`config.mk`:
```
export PLATFORM = sky130hd
export DESIGN_NAME = epsilon_conditioner
export DESIGN_NICKNAME = d
export VERILOG_FILES = /design/src/rtl/epsilon_conditioner.sv
export SDC_FILE = /design/constraint.sdc
export NUM_CORES = 1
export LEC_CHECK = 0
export CORE_MARGIN = 4
export CORE_UTILIZATION = 44
export CTS_BUF_LIST = sky130_fd_sc_hd__clkbuf_8
export DETAILED_ROUTE_END_ITERATION = 8
export HOLD_SLACK_MARGIN = 0.06
export PLACE_DENSITY = 0.8
export SETUP_SLACK_MARGIN = 0.05
export SKIP_CTS_REPAIR_TIMING = 1
export SLEW_MARGIN = 20
export SYNTH_ARGS = -nofsm -noshare
export SYNTH_HDL_FRONTEND = slang
export SYNTH_SLANG_ARGS = --single-unit
```
`constraint.sdc`:
```
create_clock -name clk -period 2.8 [get_ports clk]
set_clock_uncertainty 0.2 [all_clocks]
set_input_delay 0.56 -clock clk [delete_from_list [all_inputs] [get_ports clk]]
set_output_delay 0.56 -clock clk [all_outputs]
set_load 0.1 [all_outputs]
```
`src/rtl/epsilon_conditioner.sv`:
```
// epsilon_conditioner: syncs a raw entropy pin, samples it on sample_en,
// optionally von-Neumann debiases, and frames BLOCK_LEN bits for monobit.
//
// Ports:
//   clk, rst_n          clock, synchronous active-low reset
//   raw_in              asynchronous raw entropy bit
//   sample_en           take one sample of the synchronised bit
//   vn_en               debias enable, latched at block start
//   start               begin a block (IDLE only)
//   epsilon_dat/_vld    emitted bit and its one-cycle qualifier
//   block_last          qualifies the final bit of a block
//   busy, done          RUN/DONE indicator, one-cycle completion pulse
//   bit_count           bits emitted in current/last block
//   discard_count       saturating count of discarded equal pairs
module epsilon_conditioner #(
  parameter int BLOCK_LEN = 128,
  parameter int CNT_W     = 8
) (
  input  logic             clk,
  input  logic             rst_n,
  input  logic             raw_in,
  input  logic             sample_en,
  input  logic             vn_en,
  input  logic             start,
  output logic             epsilon_dat,
  output logic             epsilon_vld,
  output logic             block_last,
  output logic             busy,
  output logic             done,
  output logic [CNT_W-1:0] bit_count,
  output logic [CNT_W-1:0] discard_count
);

  typedef enum logic [1:0] {
    IDLE,
    RUN,
    DONE
  } state_t;

  localparam logic [CNT_W-1:0] LAST_IDX = CNT_W'(BLOCK_LEN - 1);
  localparam logic [CNT_W-1:0] SAT      = '1;

  state_t state_q;
  state_t state_d;

  logic sync1;
  logic sync2;
  logic first_bit;
  logic have_first;
  logic vn_mode;

  logic start_acc;
  logic take;
  logic emit;
  logic emit_bit;
  logic discard;

  always_comb begin
    state_d = state_q;
    unique case (state_q)
      IDLE:    if (start) state_d = RUN;
      // block_last is registered, so DONE lands one cycle after the
      // final bit is presented.
      RUN:     if (block_last) state_d = DONE;
      DONE:    state_d = IDLE;
      default: state_d = IDLE;
    endcase
  end

  always_comb begin
    start_acc = (state_q == IDLE) && start;
    // Once the final bit is out, further samples are dropped.
    take      = (state_q == RUN) && sample_en && !block_last;
    emit      = 1'b0;
    emit_bit  = 1'b0;
    discard   = 1'b0;
    if (take) begin
      if (!vn_mode) begin
        emit     = 1'b1;
        emit_bit = sync2;
      end else if (have_first) begin
        if (sync2 != first_bit) begin
          emit     = 1'b1;
          emit_bit = first_bit;
        end else begin
          discard = 1'b1;
        end
      end
    end
  end

  always_ff @(posedge clk) begin
    if (!rst_n) begin
      state_q       <= IDLE;
      sync1         <= 1'b0;
      sync2         <= 1'b0;
      first_bit     <= 1'b0;
      have_first    <= 1'b0;
      vn_mode       <= 1'b0;
      epsilon_dat   <= 1'b0;
      epsilon_vld   <= 1'b0;
      block_last    <= 1'b0;
      bit_count     <= '0;
      discard_count <= '0;
    end else begin
      state_q     <= state_d;
      sync1       <= raw_in;
      sync2       <= sync1;
      epsilon_vld <= emit;
      block_last  <= emit && (bit_count == LAST_IDX);
      if (emit) begin
        epsilon_dat <= emit_bit;
        bit_count   <= bit_count + 1'b1;
      end
      if (take && vn_mode) begin
        have_first <= !have_first;
        if (!have_first) first_bit <= sync2;
      end
      if (discard && (discard_count != SAT)) begin
        discard_count <= discard_count + 1'b1;
      end
      if (start_acc) begin
        bit_count     <= '0;
        discard_count <= '0;
        have_first    <= 1'b0;
        vn_mode       <= vn_en;
      end
    end
  end

  assign busy = (state_q != IDLE);
  assign done = (state_q == DONE);

endmodule

```
==> results by stage, run 1 <==
Run status:
- The run finished with clean final reports.

Pwr:
- Registers are responsible for 55.6% of the overall power.
- In this run the static leakage power is 0.573 nW.
- Of the total power, the share spent switching nets is 23.6%.
- Per report_power, the clock group accounts for 34.7% of the total.
- The switching power total is 0.162 mW.
- Internal power comes to 0.524 mW.
- The power per cell area is 463 nW/um^2.
- The maximum vdd drop is 0.347 mV.
- Combinational logic is responsible for 9.7% of the overall power.
- Overall power consumption after layout is estimated at 0.686 mW.

Synthesis:
- After Yosys synthesis, XOR and XNOR cells account for 4.47% of the synthesized area.
- The Yosys step of the flow raised 0 warnings.
- In this run, distinct cell masters in the synthesized netlist total 35.
- The most area-hungry cell type in the Yosys netlist is sky130_fd_sc_hd__dfxtp_1.
- Counting instances in the post-synthesis netlist gives the leading cell types as sky130_fd_sc_hd__dfxtp_1, sky130_fd_sc_hd__nor2_1, sky130_fd_sc_hd__a21oi_1, sky130_fd_sc_hd__nand3_1.
- The most used flip-flop cell after synthesis is sky130_fd_sc_hd__dfxtp_1.
- The proportion of synthesized area in mux cells is 2.55%.
- Summing the areas of all compound-gate instances in the mapped netlist gives 15.4% of the synthesized area.
- The sequential area share after synthesis is 44.3%.
- After synthesis, the cell types taking the most area are sky130_fd_sc_hd__dfxtp_1, sky130_fd_sc_hd__a21oi_1, sky130_fd_sc_hd__nand3_1.
- Of all flip-flops after synthesis, the portion carrying an async set or reset was 0%.
- The main combinational cell family by area after synthesis is simple AND/OR/NAND/NOR gates.
- In this run the cell area of the synthesized design comes to 1180 sq um.
- The post-synthesis cell count is 129.
- The number of nets in the synthesized netlist is 138.
- The mean instance size in the synthesized netlist is 9.12 sq um.
- The fraction of post-synthesis cell area in the top cell type by area is 44.3%.
- The adder and majority gate portion of the synthesized area is 3.19%.
- The synthesized design contains 0 enable-type register cells.
- Counting flops and latches in the post-synthesis netlist gives 26.
- The area share of and/or/nand/nor cells after synthesis is 27.1%.
- Yosys instantiated no cell more often than sky130_fd_sc_hd__dfxtp_1.

Clock tree:
- The cell at the root of the clock tree is sky130_fd_sc_hd__clkbuf_8.
- The count of H-tree levels built during CTS is 1.
- The maximum buffer depth of the clock tree is 2.
- TritonCTS built the clock tree.
- For this design, the sink count on the clock tree is 26.
- After clock tree synthesis, the clock-pin slew on the worst setup and hold paths is 0.09 ns.
- The clock latency on the worst-skew pair is 0.27 ns.
- The total CTS buffers is 3.

Hold path:
- The destination of the worst hold path is sync2.
- The min-delay analysis places its worst path in the category reg -> reg.
- Along the worst hold path, the cell count comes to 1.
- The critical hold path startpoint is sync1.

Setup path:
- The largest fanout on the critical path is 10.
- The worst setup path is launched from an input pin.
- The endpoint class of the critical path is a flip-flop.
- For the worst setup path, the data required time is 2.80 ns.
- The type of the worst setup path is in -> reg.
- The worst register-to-register path has a setup slack of 0.67 ns.
- On the critical path, the stage with the largest delay is an instance of sky130_fd_sc_hd__or4_1.
- Data on the critical path arrives at its endpoint at 2.15 ns.
- The largest single stage delay on the critical path is 0.51 ns.
- In this run the critical register-to-register path is captured at bit_count[6].
- The reg-to-reg startpoint is sync2.
- The count of cells along the worst register-to-register path is 6.
- Traced cell by cell, the critical path runs through clkdlybuf4s50_1 -> and4bb_2 -> o211ai_2 -> or4_1 -> a21oi_1.

Timing:
- Setup violations remaining at the end of the flow were counted as 0.
- The final period demand of the worst path is 2.15 ns.
- The number of failing hold endpoints at the final stage is 0.
- The least setup slack across all paths after layout is 0.654 ns.
- The post-route clock period utilization is 76.6%.
- The max-slew violation count is 0.
- Setup repair after global routing left no endpoint under its margin.
- The actual transition at the worst max-transition pin is 0.428 ns.
- In the final timing run, aggregate negative setup slack is 0 ns.
- Static timing analysis puts the maximum clock frequency at 466 MHz.
- Headroom to the max-slew limit came out at 71.4%.

Floorplanning:
- The overall die width is 59.7 um.
- The core area is 2520 sq um.
- The floorplan die height is 59.7 um.
- Once the floorplan was initialized, standard cells occupied 46.6% of the core.
- The floorplan die area is 3560 sq um.
- The count of standard-cell rows is 18.
- 27 I/O pins were placed.

Routing:
- In the final routed layout, each cell accounts on average for 13.0 um.
- Using the TritonRoute via totals, the vias-per-cell ratio works out to 5.44.
- In the routed design, unresolved DRC markers number 0.
- The total routed wirelength is 2.44 mm.
- Before antenna repair, the detailed router went through 4 iterations.
- The final route contains 1023 vias.
- In this run the remaining antenna-violating nets after routing total 0.
- The detailed router finished its first iteration with 15 violations.

Global routing:
- Global routing used 15.7% of the available tracks across all layers.
- The remaining global-route overflow is 0.
- The global-route wire length before repair is 4.40 mm.
- Entering global routing, the biggest net connects 15 pins.
- The number of antenna violations at the first check in global routing was 0.
- The via count of the first global-routing pass came to 1019.

Finish:
- The net count of the finished layout is 168.
- The non-filler instance count after layout is 188.
- The number of antenna diodes in the final layout is 0.
- Cells with a size suffix above 1 make up 20.3% of the layout.
- The final core utilization is 58.8%.
- From synthesis to final layout, the design area changed by 26.1%.

Placed design:
- The number of input and output port buffers inserted is 26.
- Summed over all nets, the half-perimeter wirelength after detailed placement is 1.81 mm.
- The weighted congestion reported at the end of routability-driven placement is 0.865.
- The minimum setup slack after placement is 0.373 ns.
- The number of placed instances, taps included is 184.

Run:
- Max-cap violations in this run came to 0.
==> power groups by stage <==
stage               registers (mW)  clock network [mW]  logic (mW)
floorplan                    0.403                   0      0.0324
global placement             0.390                   0      0.0660
detailed placement           0.390                   0      0.0667
CTS                          0.381               0.243      0.0671
global route                 0.383               0.261      0.0721
finish                       0.381               0.238      0.0667
==> worst max-delay path, delay by kind of cell <==
kind	cells	cell delay, ns
compound gates	2	0.34
buf+inv	1	0.49
simple gates	2	0.76
==> stage by stage <==
stage / hold slack, ns / instance area [sq um]
detailed placement: 0.224 / 1430
floorplan: 0.212 / 1180
global placement: 0.216 / 1430
finish: 0.256 / 1480
CTS: 0.262 / 1480
global route: 0.282 / 1480
==> cells by family (layout without fill, tap and decap cells) <==
family | after synthesis | in the layout
XOR/XNOR | 6 | 6
multiplexers | 3 | 3
flip-flops | 26 | 26
adder cells (fa/ha/maj) | 3 | 3
buffers and inverters | 9 | 38
AO/OA/AOI/OAI | 26 | 26
AND/OR/NAND/NOR | 56 | 56
==> flip-flops by register name, indices dropped and copies added (netlist names) <==
name,cells
bit_count,8
vn_mode,1
have_first,1
state_q,2
epsilon_vld,1
sync1,1
discard_count,8
first_bit,1
epsilon_dat,1
sync2,1
block_last,1
==> worst max-delay path by stage <==
stage | end | slack (ns) | depth (start not counted) | from
floorplan | discard_count[1] | 0.45 | 5 | discard_count[0]
global placement | discard_count[5] | 0.43 | 5 | sample_en
detailed placement | discard_count[5] | 0.37 | 5 | sample_en
CTS | discard_count[5] | 0.66 | 5 | sample_en
global route | discard_count[6] | 0.51 | 6 | sample_en
finish | discard_count[5] | 0.65 | 5 | sample_en
==> area by class of cell <==
class                   count  area (sq um)
repair buffers             29           230
fillers                   236          1040
clock buffers               4          55.1
flip-flops and latches     26           520
well taps                  30          37.5
multi-input cells          94           621
inverters                   5          18.8
==> placed cells by master, fill, tap and decap left out, drive strengths merged <==
cell | synthesis | final
nand4 | 2 | 2
or2 | 1 | 1
xnor2 | 3 | 3
nor4 | 3 | 3
inv | 5 | 5
dfxtp | 26 | 26
and3 | 2 | 2
a21o | 1 | 1
nand2 | 6 | 6
nand3 | 9 | 9
and4bb | 1 | 1
nor3 | 1 | 1
a211oi | 3 | 3
nor2 | 11 | 11
o21ai | 3 | 3
or3 | 3 | 3
clkdlybuf4s50 | 0 | 5
ha | 3 | 3
nand2b | 2 | 2
or4 | 4 | 4
o211ai | 2 | 2
o31ai | 6 | 6
nor3b | 2 | 2
nand4bb | 1 | 1
and4b | 1 | 1
a211o | 1 | 1
clkbuf | 3 | 4
o211a | 1 | 1
buf | 1 | 24
nor2b | 2 | 2
a21oi | 9 | 9
mux2i | 3 | 3
and2b | 1 | 1
xor2 | 3 | 3
and2 | 4 | 4
==> layer usage <==
layer | wire, um | track usage, % | up-vias
li1 | - | - | 525
met1 | 1160 | 20.7 | 476
met2 | 1180 | 26.1 | 20
met3 | 89 | 2.81 | 2
met4 | 17 | 4.43 | 0
met5 | 0 | 0 | -
No activity file was read; power rests on OpenSTA's default activity.
==> run 2, diff against run 1 <==
PLACE_DENSITY = 0.82   (was 0.8)
clock period = 1.9 ns   (was 2.8 ns; I/O delays follow)
==> results by stage, run 2 (synthesis results as in run 1) <==
Setup path:
- The endpoint class of the critical path is a flip-flop (unchanged).
- The endpoint required time on the critical path was 1.85 ns (was 2.80 ns).
- The largest fanout on the critical path is 5 (was 10).
- The type of origin of the critical path is a flip-flop (was input pin).
- The type of the worst setup path is reg -> reg (was in -> reg).
- The data arrival time at the worst-slack endpoint is 1.83 ns (was 2.15 ns).

Routing:
- The routed length per instance is 16.1 um (was 13.0 um).
- The remaining antenna violation count after routing came to 0 (unchanged).
- The vias per cell is 5.79 (was 5.44).
- The total DRC errors in the routed layout is 0 (unchanged).
- The number of iterations in the first detailed-routing pass is 4 (unchanged).
- The via count of the routed design is 1140 (was 1023).
- The total routed wirelength came to 3.17 mm (was 2.44 mm).
- The DRC marker count from the first detailed-route iteration is 29 (was 15).

Finish:
- Commonest cells after routing, fill and taps aside: sky130_fd_sc_hd__buf_12, sky130_fd_sc_hd__dfxtp_2, sky130_fd_sc_hd__nor2_1, sky130_fd_sc_hd__buf_4, sky130_fd_sc_hd__nand3_1 (was sky130_fd_sc_hd__dfxtp_1, sky130_fd_sc_hd__buf_4, sky130_fd_sc_hd__nor2_1, sky130_fd_sc_hd__a21oi_1, sky130_fd_sc_hd__nand3_1).
- The most frequent standard cell in the layout excluding fill and tap cells is sky130_fd_sc_hd__buf_12 (was sky130_fd_sc_hd__dfxtp_1).
- The synthesis-to-layout area growth is 63.7% (was 26.1%).
- The net count reported at finish is 177 (was 168).
- The non-filler instance count after layout was 197 (was 188).
- The share of cells above drive strength 1 is 43.7% (was 20.3%).
- The antenna diode count is 0 (unchanged).
- The count of fill cells added during filler insertion came to 167 (was 236).
- Largest regs: bit_count (8), discard_count (8), state_q (2) (unchanged).

Pwr:
- The static leakage is 0.701 nW (was 0.573 nW).
- The post-route total power is 1.04 mW (was 0.686 mW).
- The maximum vdd drop is 0.435 mV (was 0.347 mV).
- The power per cell area is 541 nW/um^2 (was 463 nW/um^2).

Global routing:
- The total track usage came to 18.0% (was 15.7%).
- The pin count of the biggest net entering global routing came to 15 (unchanged).
- The global-route wire length before repair is 4.95 mm (was 4.40 mm).
- The remaining global-route overflow came to 0 (unchanged).
- The number of antenna violations at the first check in global routing is 0 (unchanged).
- The via count of the first global-routing pass was 1161 (was 1019).

Clock tree:
- The count of H-tree levels built during CTS is 1 (unchanged).
- The total CTS buffers was 3 (unchanged).
- The clock-pin slew on the worst setup and hold paths is 0.09 ns (about the same).
- The clock latency on the worst-skew pair is 0.27 ns (about the same).
- The TritonCTS clock tree is yes (unchanged).
- The number of sinks handled by clock tree synthesis is 26 (unchanged).
- The maximum buffer depth of the clock tree is 2 (unchanged).
- The cell at the root of the clock tree was sky130_fd_sc_hd__clkbuf_8 (unchanged).

Floorplanning:
- The I/O pin total is 27 (unchanged).
- The effective utilization at floorplan is 46.6% (unchanged).
- The core area was 2520 sq um (unchanged).
- The floorplan die height is 59.7 um (unchanged).
- The floorplan die area came to 3560 sq um (unchanged).
- The overall die width is 59.7 um (unchanged).
- The count of standard-cell rows is 18 (unchanged).

Timing:
- The final-report setup violation count is 0 (unchanged).
- The actual transition at the worst max-transition pin is 0.341 ns (was 0.428 ns).
- For the finished layout, the period the worst path requires is 1.88 ns.
- The sum of negative setup slack is 0 ns (unchanged).
- Of the available clock period, the critical path in the final layout requires 98.8%.
- Derived from the worst setup path, the maximum achievable clock frequency is 533 MHz.
- The number of failing hold endpoints at the final stage came to 0 (unchanged).
- RSZ-0062 raised after global routing: yes (was no).
- The least setup slack across all paths after layout is 0.0227 ns (was 0.654 ns).
- The max-slew violation count is 0 (unchanged).
- The worst max-slew margin expressed relative to the limit is 77.2% (was 71.4%).

Placed design:
- The minimum setup slack after placement is -0.324 ns (was 0.373 ns).
- The number of placed instances, taps included was 193 (was 184).
- The weighted congestion reported at the end of routability-driven placement was 0.752 (was 0.865).
- The post-DP HPWL is 2.26 mm (was 1.81 mm).
- The number of input and output port buffers inserted is 26 (unchanged).

Run status:
- Status: complete, no violations (unchanged).

Run:
- The max-cap check violation count is 0 (unchanged).

Hold path:
- The type of the most critical hold path was reg -> reg (unchanged).
run 2: stage by stage:
stage          util (%)  instance area (sq um)  hold slack (ns)
3_3_place_gp       71.7                   1810            0.217
4_1_cts            73.9                   1860            0.268
3_5_place_dp       71.7                   1810            0.245
5_1_grt            76.3                   1930            0.290
2_1_floorplan         -                   1230            0.212
6_report           76.3                   1930            0.266
run 2: layout make-up:
type	instances	area, sq um	share of cell area (%)
clock buffer	4	55.1	2.86
timing repair buffer	38	567	29.4
multi-input combinational	94	697	36.2
tap	30	37.5	1.95
inverter	5	18.8	0.975
sequential	26	551	28.6
run 2: path summary, 6_finish.rpt:
check,from,end,cells after the start,slack [ns]
setup / recovery,sync2,bit_count[6],7,0.02
hold / removal,sync1,sync2,1,0.27
setup reg to reg,sync2,bit_count[6],7,0.02
hold reg to reg,sync1,sync2,1,0.27
run 2: metal layers:
layer  share of wire, %  vias to the layer above  wire, um  global-route usage [%]
met5                  0                        -         0                       0
met4               0.79                        0        25                    6.01
met3                3.8                        4       120                    3.24
met2                 53                       33      1690                    33.5
met1                 42                      557      1330                    20.1
li1                   -                      546         -                       -
run 2: power by group:
part	leakage [nW]	switching [mW]	internal, mW	total, mW
sequential	0.221	0.00983	0.549	0.558
clock	0.0288	0.169	0.185	0.355
combinational	0.452	0.0728	0.0566	0.129
total	0.701	0.252	0.790	1.04
run 2: critical path: stages (launching register included):
cell,delay [ns]
sky130_fd_sc_hd__dfxtp_2,0.33
sky130_fd_sc_hd__inv_2,0.04
sky130_fd_sc_hd__ha_4,0.24
sky130_fd_sc_hd__nand2b_4,0.15
sky130_fd_sc_hd__a21o_4,0.23
sky130_fd_sc_hd__buf_4,0.14
sky130_fd_sc_hd__o31ai_1,0.33
sky130_fd_sc_hd__a21oi_2,0.10
